File: src/rtl/muldiv_unit.sv
// Iterative radix-2 multiply/divide unit with architectural HI/LO registers.
// Fixed latency of WIDTH+2 cycles from start to the done pulse, abortable by flush.
module muldiv_unit #(
  parameter int WIDTH = 32
) (
  input  logic             clk,
  input  logic             reset,
  input  logic             start,
  input  logic [1:0]       op,
  input  logic [WIDTH-1:0] a,
  input  logic [WIDTH-1:0] b,
  input  logic             flush,
  input  logic             hi_we,
  input  logic             lo_we,
  input  logic [WIDTH-1:0] wdata,
  output logic             busy,
  output logic             done,
  output logic [WIDTH-1:0] hi,
  output logic [WIDTH-1:0] lo
);

  localparam int CNT_W = $clog2(WIDTH);

  typedef enum logic [1:0] {
    IDLE = 2'd0,
    RUN  = 2'd1,
    FIX  = 2'd2
  } state_t;

  state_t           state;
  logic [CNT_W-1:0] cnt;
  logic [WIDTH:0]   acc_hi;
  logic [WIDTH-1:0] acc_lo;
  logic [WIDTH-1:0] mop;
  logic [WIDTH-1:0] a_raw;
  logic             is_div;
  logic             neg_q;
  logic             neg_r;
  logic             div_zero;

  logic [WIDTH-1:0] mag_a;
  logic [WIDTH-1:0] mag_b;

  assign mag_a = (op[0] && a[WIDTH-1]) ? -a : a;
  assign mag_b = (op[0] && b[WIDTH-1]) ? -b : b;

  logic [WIDTH:0]   mul_sum;
  logic [WIDTH:0]   div_shift;
  logic [WIDTH:0]   div_trial;
  logic [WIDTH:0]   step_hi;
  logic [WIDTH-1:0] step_lo;

  // Multiply: acc_lo holds the multiplier, product bits shift in from the top.
  // Divide: acc_lo holds the dividend, quotient bits shift in from the bottom.
  always_comb begin
    mul_sum   = acc_lo[0] ? (acc_hi + {1'b0, mop}) : acc_hi;
    div_shift = {acc_hi[WIDTH-1:0], acc_lo[WIDTH-1]};
    div_trial = div_shift - {1'b0, mop};
    if (is_div) begin
      if (!div_trial[WIDTH]) begin
        step_hi = div_trial;
        step_lo = {acc_lo[WIDTH-2:0], 1'b1};
      end else begin
        step_hi = div_shift;
        step_lo = {acc_lo[WIDTH-2:0], 1'b0};
      end
    end else begin
      step_hi = {1'b0, mul_sum[WIDTH:1]};
      step_lo = {mul_sum[0], acc_lo[WIDTH-1:1]};
    end
  end

  logic [2*WIDTH-1:0] prod_mag;
  logic [2*WIDTH-1:0] prod;
  logic [WIDTH-1:0]   quo;
  logic [WIDTH-1:0]   rem;
  logic [WIDTH-1:0]   fix_hi;
  logic [WIDTH-1:0]   fix_lo;

  always_comb begin
    prod_mag = {acc_hi[WIDTH-1:0], acc_lo};
    prod     = neg_q ? -prod_mag : prod_mag;
    quo      = neg_q ? -acc_lo : acc_lo;
    rem      = neg_r ? -acc_hi[WIDTH-1:0] : acc_hi[WIDTH-1:0];
    if (!is_div) begin
      fix_hi = prod[2*WIDTH-1:WIDTH];
      fix_lo = prod[WIDTH-1:0];
    end else if (div_zero) begin
      fix_hi = a_raw;
      fix_lo = '1;
    end else begin
      fix_hi = rem;
      fix_lo = quo;
    end
  end

  always_ff @(posedge clk or posedge reset) begin
    if (reset) begin
      state    <= IDLE;
      cnt      <= '0;
      acc_hi   <= '0;
      acc_lo   <= '0;
      mop      <= '0;
      a_raw    <= '0;
      is_div   <= 1'b0;
      neg_q    <= 1'b0;
      neg_r    <= 1'b0;
      div_zero <= 1'b0;
      busy     <= 1'b0;
      done     <= 1'b0;
      hi       <= '0;
      lo       <= '0;
    end else begin
      done <= 1'b0;
      case (state)
        IDLE: begin
          if (hi_we) hi <= wdata;
          if (lo_we) lo <= wdata;
          if (start && !flush) begin
            state    <= RUN;
            busy     <= 1'b1;
            cnt      <= CNT_W'(WIDTH - 1);
            acc_hi   <= '0;
            acc_lo   <= op[1] ? mag_a : mag_b;
            mop      <= op[1] ? mag_b : mag_a;
            a_raw    <= a;
            is_div   <= op[1];
            neg_q    <= op[0] & (a[WIDTH-1] ^ b[WIDTH-1]);
            neg_r    <= op[0] & op[1] & a[WIDTH-1];
            div_zero <= op[1] & (b == '0);
          end
        end
        RUN: begin
          if (flush) begin
            state <= IDLE;
            busy  <= 1'b0;
          end else begin
            acc_hi <= step_hi;
            acc_lo <= step_lo;
            if (cnt == '0) state <= FIX;
            else cnt <= cnt - 1'b1;
          end
        end
        FIX: begin
          state <= IDLE;
          busy  <= 1'b0;
          if (!flush) begin
            hi   <= fix_hi;
            lo   <= fix_lo;
            done <= 1'b1;
          end
        end
        default: begin
          state <= IDLE;
          busy  <= 1'b0;
        end
      endcase
    end
  end

endmodule

File: config.mk
export PLATFORM = sky130hd
export DESIGN_NAME = muldiv_unit
export DESIGN_NICKNAME = d
export VERILOG_FILES = /design/src/rtl/muldiv_unit.sv
export SDC_FILE = /design/constraint.sdc
export NUM_CORES = 1
export LEC_CHECK = 0
export CAP_MARGIN = 20
export CELL_PAD_IN_SITES_DETAIL_PLACEMENT = 0
export CELL_PAD_IN_SITES_GLOBAL_PLACEMENT = 2
export CORE_MARGIN = 2
export CORE_UTILIZATION = 31
export CTS_CLUSTER_DIAMETER = 50
export DETAILED_ROUTE_END_ITERATION = 12
export GPL_TIMING_DRIVEN = 0
export HOLD_SLACK_MARGIN = 0.05
export PLACE_DENSITY_LB_ADDON = 0.1
export SLEW_MARGIN = 20
export SYNTH_ARGS = -nofsm -noshare
export SYNTH_HDL_FRONTEND = slang
export SYNTH_SLANG_ARGS = --single-unit
File: constraint.sdc
create_clock -name clk -period 6.85 [get_ports clk]
set_input_delay 0.685 -clock clk [delete_from_list [all_inputs] [get_ports clk]]
set_output_delay 0.685 -clock clk [all_outputs]
set_load 0.01 [all_outputs]
======== Word-level counts from Yosys, hierarchy flattened ========
Cells that the tools add are included.
operators by class
  add/sub/neg operators ................... 8
  equality and inequality tests ........... 10
  multiplexer cells ....................... 41
  bitwise operators ....................... 5
  reduce and logical (&&, ||, !) cells .... 16
operators by type and width
  cell                   count
  $mux W32               17
  $pmux W32 S2           3
  $mux W33               5
  $neg A32 Y32           4
  $pmux W33 S2           1
  $mux W64               1
  $neg A64 Y64           1
  $add A33 B32 Y33       1
  $sub A33 B32 Y33       1
  $logic_not A32 Y1      1
  $mux W5                3
  $ne A2 B2 Y1 const B   7
  $pmux W5 S2            1
  $reduce_and A3 Y1      3
  $mux W2                3
  $reduce_and A2 Y1      3
  $logic_not A5 Y1       1
  $mux W1                5
  $sub A5 B1 Y5 const B  1
  $and A1 B1 Y1          4
  $pmux W2 S2            1
  $reduce_and A4 Y1      1
  $reduce_bool A2 Y1     2
  $logic_and A1 B1 Y1    3
  7 further kinds        7
word-level totals
  register bits after elaboration ......... 206
  input bits .............................. 104
  output and inout port bits .............. 66
  word-level logic and storage cells ...... 94

======== Logic depth before layout (Yosys ltp) ========
  depth in word-level cells ............... 6
  mapped depth ............................ 20
  mapped depth without buffers ............ 19

======== Worst setup path after synthesis ========
Ideal clock, no wire load.
  path kind ............................... register to register
  from .................................... reg acc_hi[0]
  to ...................................... reg acc_hi[9]
  setup time .............................. 0.133 ns
  data arrival time ....................... 3.909 ns
  required time ........................... 6.717 ns
  path slack .............................. 2.808 ns
  cell stages (with the launch flop) ...... 20
  path buffers ............................ 4
  clock period less this slack ............ 4.042 ns
  path through ............................ dfrtp_1 -> clkbuf_1 -> inv_1 -> fa_1 -> nor2b_1 -> o21ai_0 -> a21oi_1 -> o21ai_0 -> o211ai_1 -> a41oi_1 -> o22ai_1 -> a31oi_1 -> o21ai_0 -> ha_1 -> clkbuf_1 -> buf_1 -> clkbuf_1 -> a211oi_1 -> a21oi_1 -> o31ai_1
on the way
  cells in the longest elaborated chain, start to end .. 5
  elaborated cells between the ends (all ways) .. 7
  those cells by class .................... add/sub: 2; mux: 5
ends and longest elaborated chain
  item                                                         line    RTL
  start, declared                                              32      logic [WIDTH:0] acc_hi;
  start signal, assigned                                       138     acc_hi <= step_hi;
  $add A33 B32 Y33 / $sub A33 B32 Y33 (equally long branches)  56, 58
  $mux W33 (on tied branches)                                  56, 60
  $mux W33 (*)                                                 59      if (is_div) begin
  $mux W33 (*)                                                 134     if (flush) begin
  $pmux W33 S2 (*)                                             115     case (state)
Mark *: on every way between the ends. The rest lies on a longest branch, timed or not. The select of a mux whose other input is x is not followed.
A chain may end at the register's enable or synchronous reset.

======== Worst setup path after layout ========
Ends and elaborated chain as after synthesis.

==> qor.csv <==
stage,metric,value,unit
sta,Max Freq,153.3,MHz
sta,Tcrit/Tclk final,95.20,%
synthesis,"Distinct cells, synth",85,
global_route,GRT Residual Overflow,0,
clock_network,cts repair resizes,0,
power_and_ir_drop,leakage,8.740,nW
floorplan,Core ar.,54990,sq um
global_route,global-route wire length before repair,129700,um
cells_and_area,design area,21280,sq um
synthesis,Post-Synthesis Cell Area,17200,sq um
power_and_ir_drop,Power Dens Cells,432.6,nW/um^2
power_and_ir_drop,Gate power share,56.4,%
cells_and_area,Area growth syn-to-layout,23.68,%
global_route,pin count of the biggest net entering global routing,94,
power_and_ir_drop,worst vdd ir,235.3,uV
synthesis,synth warn,0,
synthesis,"FF+latch count, synth",206,
global_route,vias in the first global route,17634,
synthesis,Synth Flop Type,dfrtp_1,
cells_and_area,multi-input logic area,11170,sq um
sta,worst-margin pin slew,1107,ps
synthesis,"Seq/Total Area, Yosys",29.96,%
floorplan,Die Wd,239.6,um
synthesis,number of enable flip-flop cells after synthesis,0,
drt,1st-iter DRT viols,1740,
critical_path,CP Max Fanout,10,
placement,gp weighted congestion,0.9472,
clock_network,Inserted Clock Buffers,38,
floorplan,# rows,86,
sta,Final setup viols,0,
power_and_ir_drop,Internal,4.712,mW
cells_and_area,Final nets,2651,
sta,RSZ-0062 raised after global routing,false,
clock_network,Clock transition at path regs,50,ps
drt,drt total wl,90930,um
placement,IO buf count,169,
synthesis,Post-Syn Instances,2262,
status,status,completed,
job,# Max-Cap Violations,0,
floorplan,die extent in y,239.6,um
drt,DRC,0,
synthesis,Post-synth ARST share,100.0,%
clock_network,"Hold-fix buffers, CTS",0,
drt,routed vias,18585,
synthesis,cells taking the most area after synthesis,"dfrtp_1 30%, nand2_1 7.1%, o21ai_0 7.0%, xnor2_1 6.1%, a21oi_1 6.0%",
power_and_ir_drop,register share of total power,21.3,%
drt,drt via density,5.713,
floorplan,Initial Utilization,31.29,%
power_and_ir_drop,Total Power,9.204,mW
cells_and_area,Sequential Area,5155,sq um
sta,"Slew Viols, Final",0,
cells_and_area,Fillers,5798,
hold_path,Hold WC Path Type,register to register,
sta,Period minus WS final,6521,ps
synthesis,"Net Count, Synth",2439,
critical_path,worst endpoint data arrival time,6930,ps
cells_and_area,share of post-route cells with drive strength above 1,4.794,%
clock_network,clock latency on the worst-skew pair,570,ps
global_route,gr usage total,31.43,%
sta,Fin. Hold Viols,0,
synthesis,Mean Syn Cell Area,7.606,sq um
clock_network,CTS sink count,206,
critical_path,WS Path Type,register to register,
placement,detailed placer's ending HPWL,73320,um
power_and_ir_drop,Net Sw Power,4.492,mW
sta,Rel. slew slack,26.18,%
synthesis,post-synth top area cell,dfrtp_1,
critical_path,Worst EP required,7260,ps
floorplan,Top Ports,170,
placement,Placement Cell Area,19920,sq um
clock_network,Setup Buffers After CTS,0,
power_and_ir_drop,sw frac,48.80,%
clock_network,clock buffer depth,3,
sta,Total Neg Setup Slack,0,ps
clock_network,CTS tree,yes,
drt,Routed WL per cell,27.95,um
clock_network,htree depth,2,
floorplan,die area,57400,sq um
power_and_ir_drop,power share of the clock group,22.3,%
critical_path,CP Capture Type,register,
sta,Clock Skews,34.04,ps
drt,DR pass1 iterations,6,
critical_path,Setup crit start kind,register,
synthesis,Synth top area share,29.96,%
clock_network,Clock Tree Root,clkbuf_16,
global_route,initial antenna violation count,4,
drt,post-route ant nets,0,
## registers in the layout, indices dropped and copies added (netlist names)
| name | cells |
|---|---|
| hi | 32 |
| is_div | 1 |
| cnt | 5 |
| neg_q | 1 |
| busy | 1 |
| neg_r | 1 |
| acc_hi | 33 |
| state | 2 |
| acc_lo | 32 |
| a_raw | 32 |
| done | 1 |
| lo | 32 |
| mop | 32 |
| div_zero | 1 |
## synth_stat cells, types with 7 or more instances
cell      count
nand2_1     324
o21ai_0     240
a21oi_1     207
dfrtp_1     206
nor2_1      181
clkbuf_1    135
xnor2_1     119
ha_1         71
inv_1        68
nand3_1      63
xor2_1       61
mux2i_1      56
nor3_1       55
o22ai_1      48
a21o_1       37
a211oi_1     28
o211ai_1     26
o31ai_1      22
nor2b_1      19
nor4_1       18
or3_1        18
buf_1        17
nand2b_1     17
mux2_2       16
o21a_1       16
and2_1       15
a31oi_1      10
and3_1       10
nand4_1      10
or4_1        10
o21ai_1       9
o21bai_1      9
o41ai_1       9
buf_2         7
## layout by cell type, fill, tap and decap left out, types with 17 or more instances in the layout
cell and n:
a211oi_1 28, a21o_1 37, a21oi_1 207, clkbuf_1 142
clkbuf_16 39, clkdlybuf4s50_1 169, dfrtp_1 206, ha_1 71
inv_1 67, mux2i_1 56, nand2_1 324, nand2b_1 17
nand3_1 63, nor2_1 180, nor2b_1 18, nor3_1 54
nor4_1 18, o211ai_1 26, o21ai_0 240, o22ai_1 48
o31ai_1 22, or3_1 18, xnor2_1 119, xor2_1 61
## critical path: stages, from the launching register on
cell and delay, ps:
dfrtp_1 410, clkbuf_1 570, inv_1 220, fa_1 510
nor2b_1 120, o21ai_0 200, a21oi_1 340, o21ai_0 170
o211ai_1 400, a41oi_1 340, o22ai_1 360, a31oi_1 170
o21ai_0 210, ha_1 150, clkbuf_1 560, buf_1 590
clkbuf_1 570, a211oi_1 160, a21oi_1 170, o31ai_1 110
## metrics by stage
| stage | utilization, % | std cells | hold slack (ps) | setup slack (ps) |
|---|---|---|---|---|
| 2_1_floorplan | - | 2262 | 440.4 | 540.9 |
| 3_3_place_gp | 36.07 | 3179 | 461.1 | -3026 |
| 3_5_place_dp | 36.22 | 3182 | 466.0 | 507.8 |
| 4_1_cts | 38.69 | 3251 | 478.4 | 496.9 |
| 5_1_grt | 38.69 | 3251 | 504.8 | 142.9 |
| 6_report | 38.70 | 3253 | 471.1 | 328.9 |
## layout make-up
class / count / area share [%]
Multi-Input combinational cell: 1826 / 52.51
Sequential cell: 206 / 24.23
Timing Repair Buffer: 172 / 8.262
Clock buffer: 50 / 4.969
Tap cell: 748 / 4.398
Buffer: 161 / 2.958
Clock inverter: 19 / 1.405
Inverter: 69 / 1.253
Antenna cell: 2 / 0.02352
## layer usage
layer  track usage, %  up-vias  share of wire [%]
met4            9.261        2                3.1
li1                 -     8522                  -
met2            47.85      732                 44
met5                0        -              0.014
met1            44.79     9216                 46
met3            6.097      113                7.3
## path summary, 6_finish.rpt
| kind | startpoint | to | slack [ps] | cells past startpoint |
|---|---|---|---|---|
| worst max-delay path | acc_hi[0]$_DFFE_PP0P_ | acc_hi[9]$_DFFE_PP0P_ | 330 | 19 |
| worst min-delay path | hi[4]$_DFFE_PP0P_ | hi[4]$_DFFE_PP0P_ | 470 | 2 |
| worst max register to register | acc_hi[0]$_DFFE_PP0P_ | acc_hi[9]$_DFFE_PP0P_ | 330 | 19 |
| worst min register to register | hi[4]$_DFFE_PP0P_ | hi[4]$_DFFE_PP0P_ | 470 | 2 |
| max in group asynchronous | reset | mop[8]$_DFFE_PP0P_ | 5420 | 3 |
| min in group asynchronous | reset | lo[9]$_DFFE_PP0P_ | 530 | 2 |
## power groups by stage
stage                     sequential, mW  clock, mW  combinational [mW]
final                               1.96       2.05                5.19
after global routing                1.99       2.13                5.58
after CTS                           1.94       2.08                5.09
after detailed placement            1.96          0                5.06
after global placement              1.96          0                5.05
after floorplan                     1.78          0                3.30
## kinds of logic (layout without fill, tap and decap cells)
| group | count (synthesis) | in the layout | synth area share (%) |
|---|---|---|---|
| flops | 206 | 206 | 29.96 |
| compound gates | 730 | 730 | 25.51 |
| simple gates | 771 | 771 | 20.50 |
| buf+inv | 230 | 471 | 5.156 |
| xor+xnor | 180 | 180 | 9.164 |
| mux | 72 | 72 | 4.305 |
| fa+ha+maj | 73 | 73 | 5.396 |
| other cells | 0 | 2 | 0 |
Power figures use the tool's default switching activity.
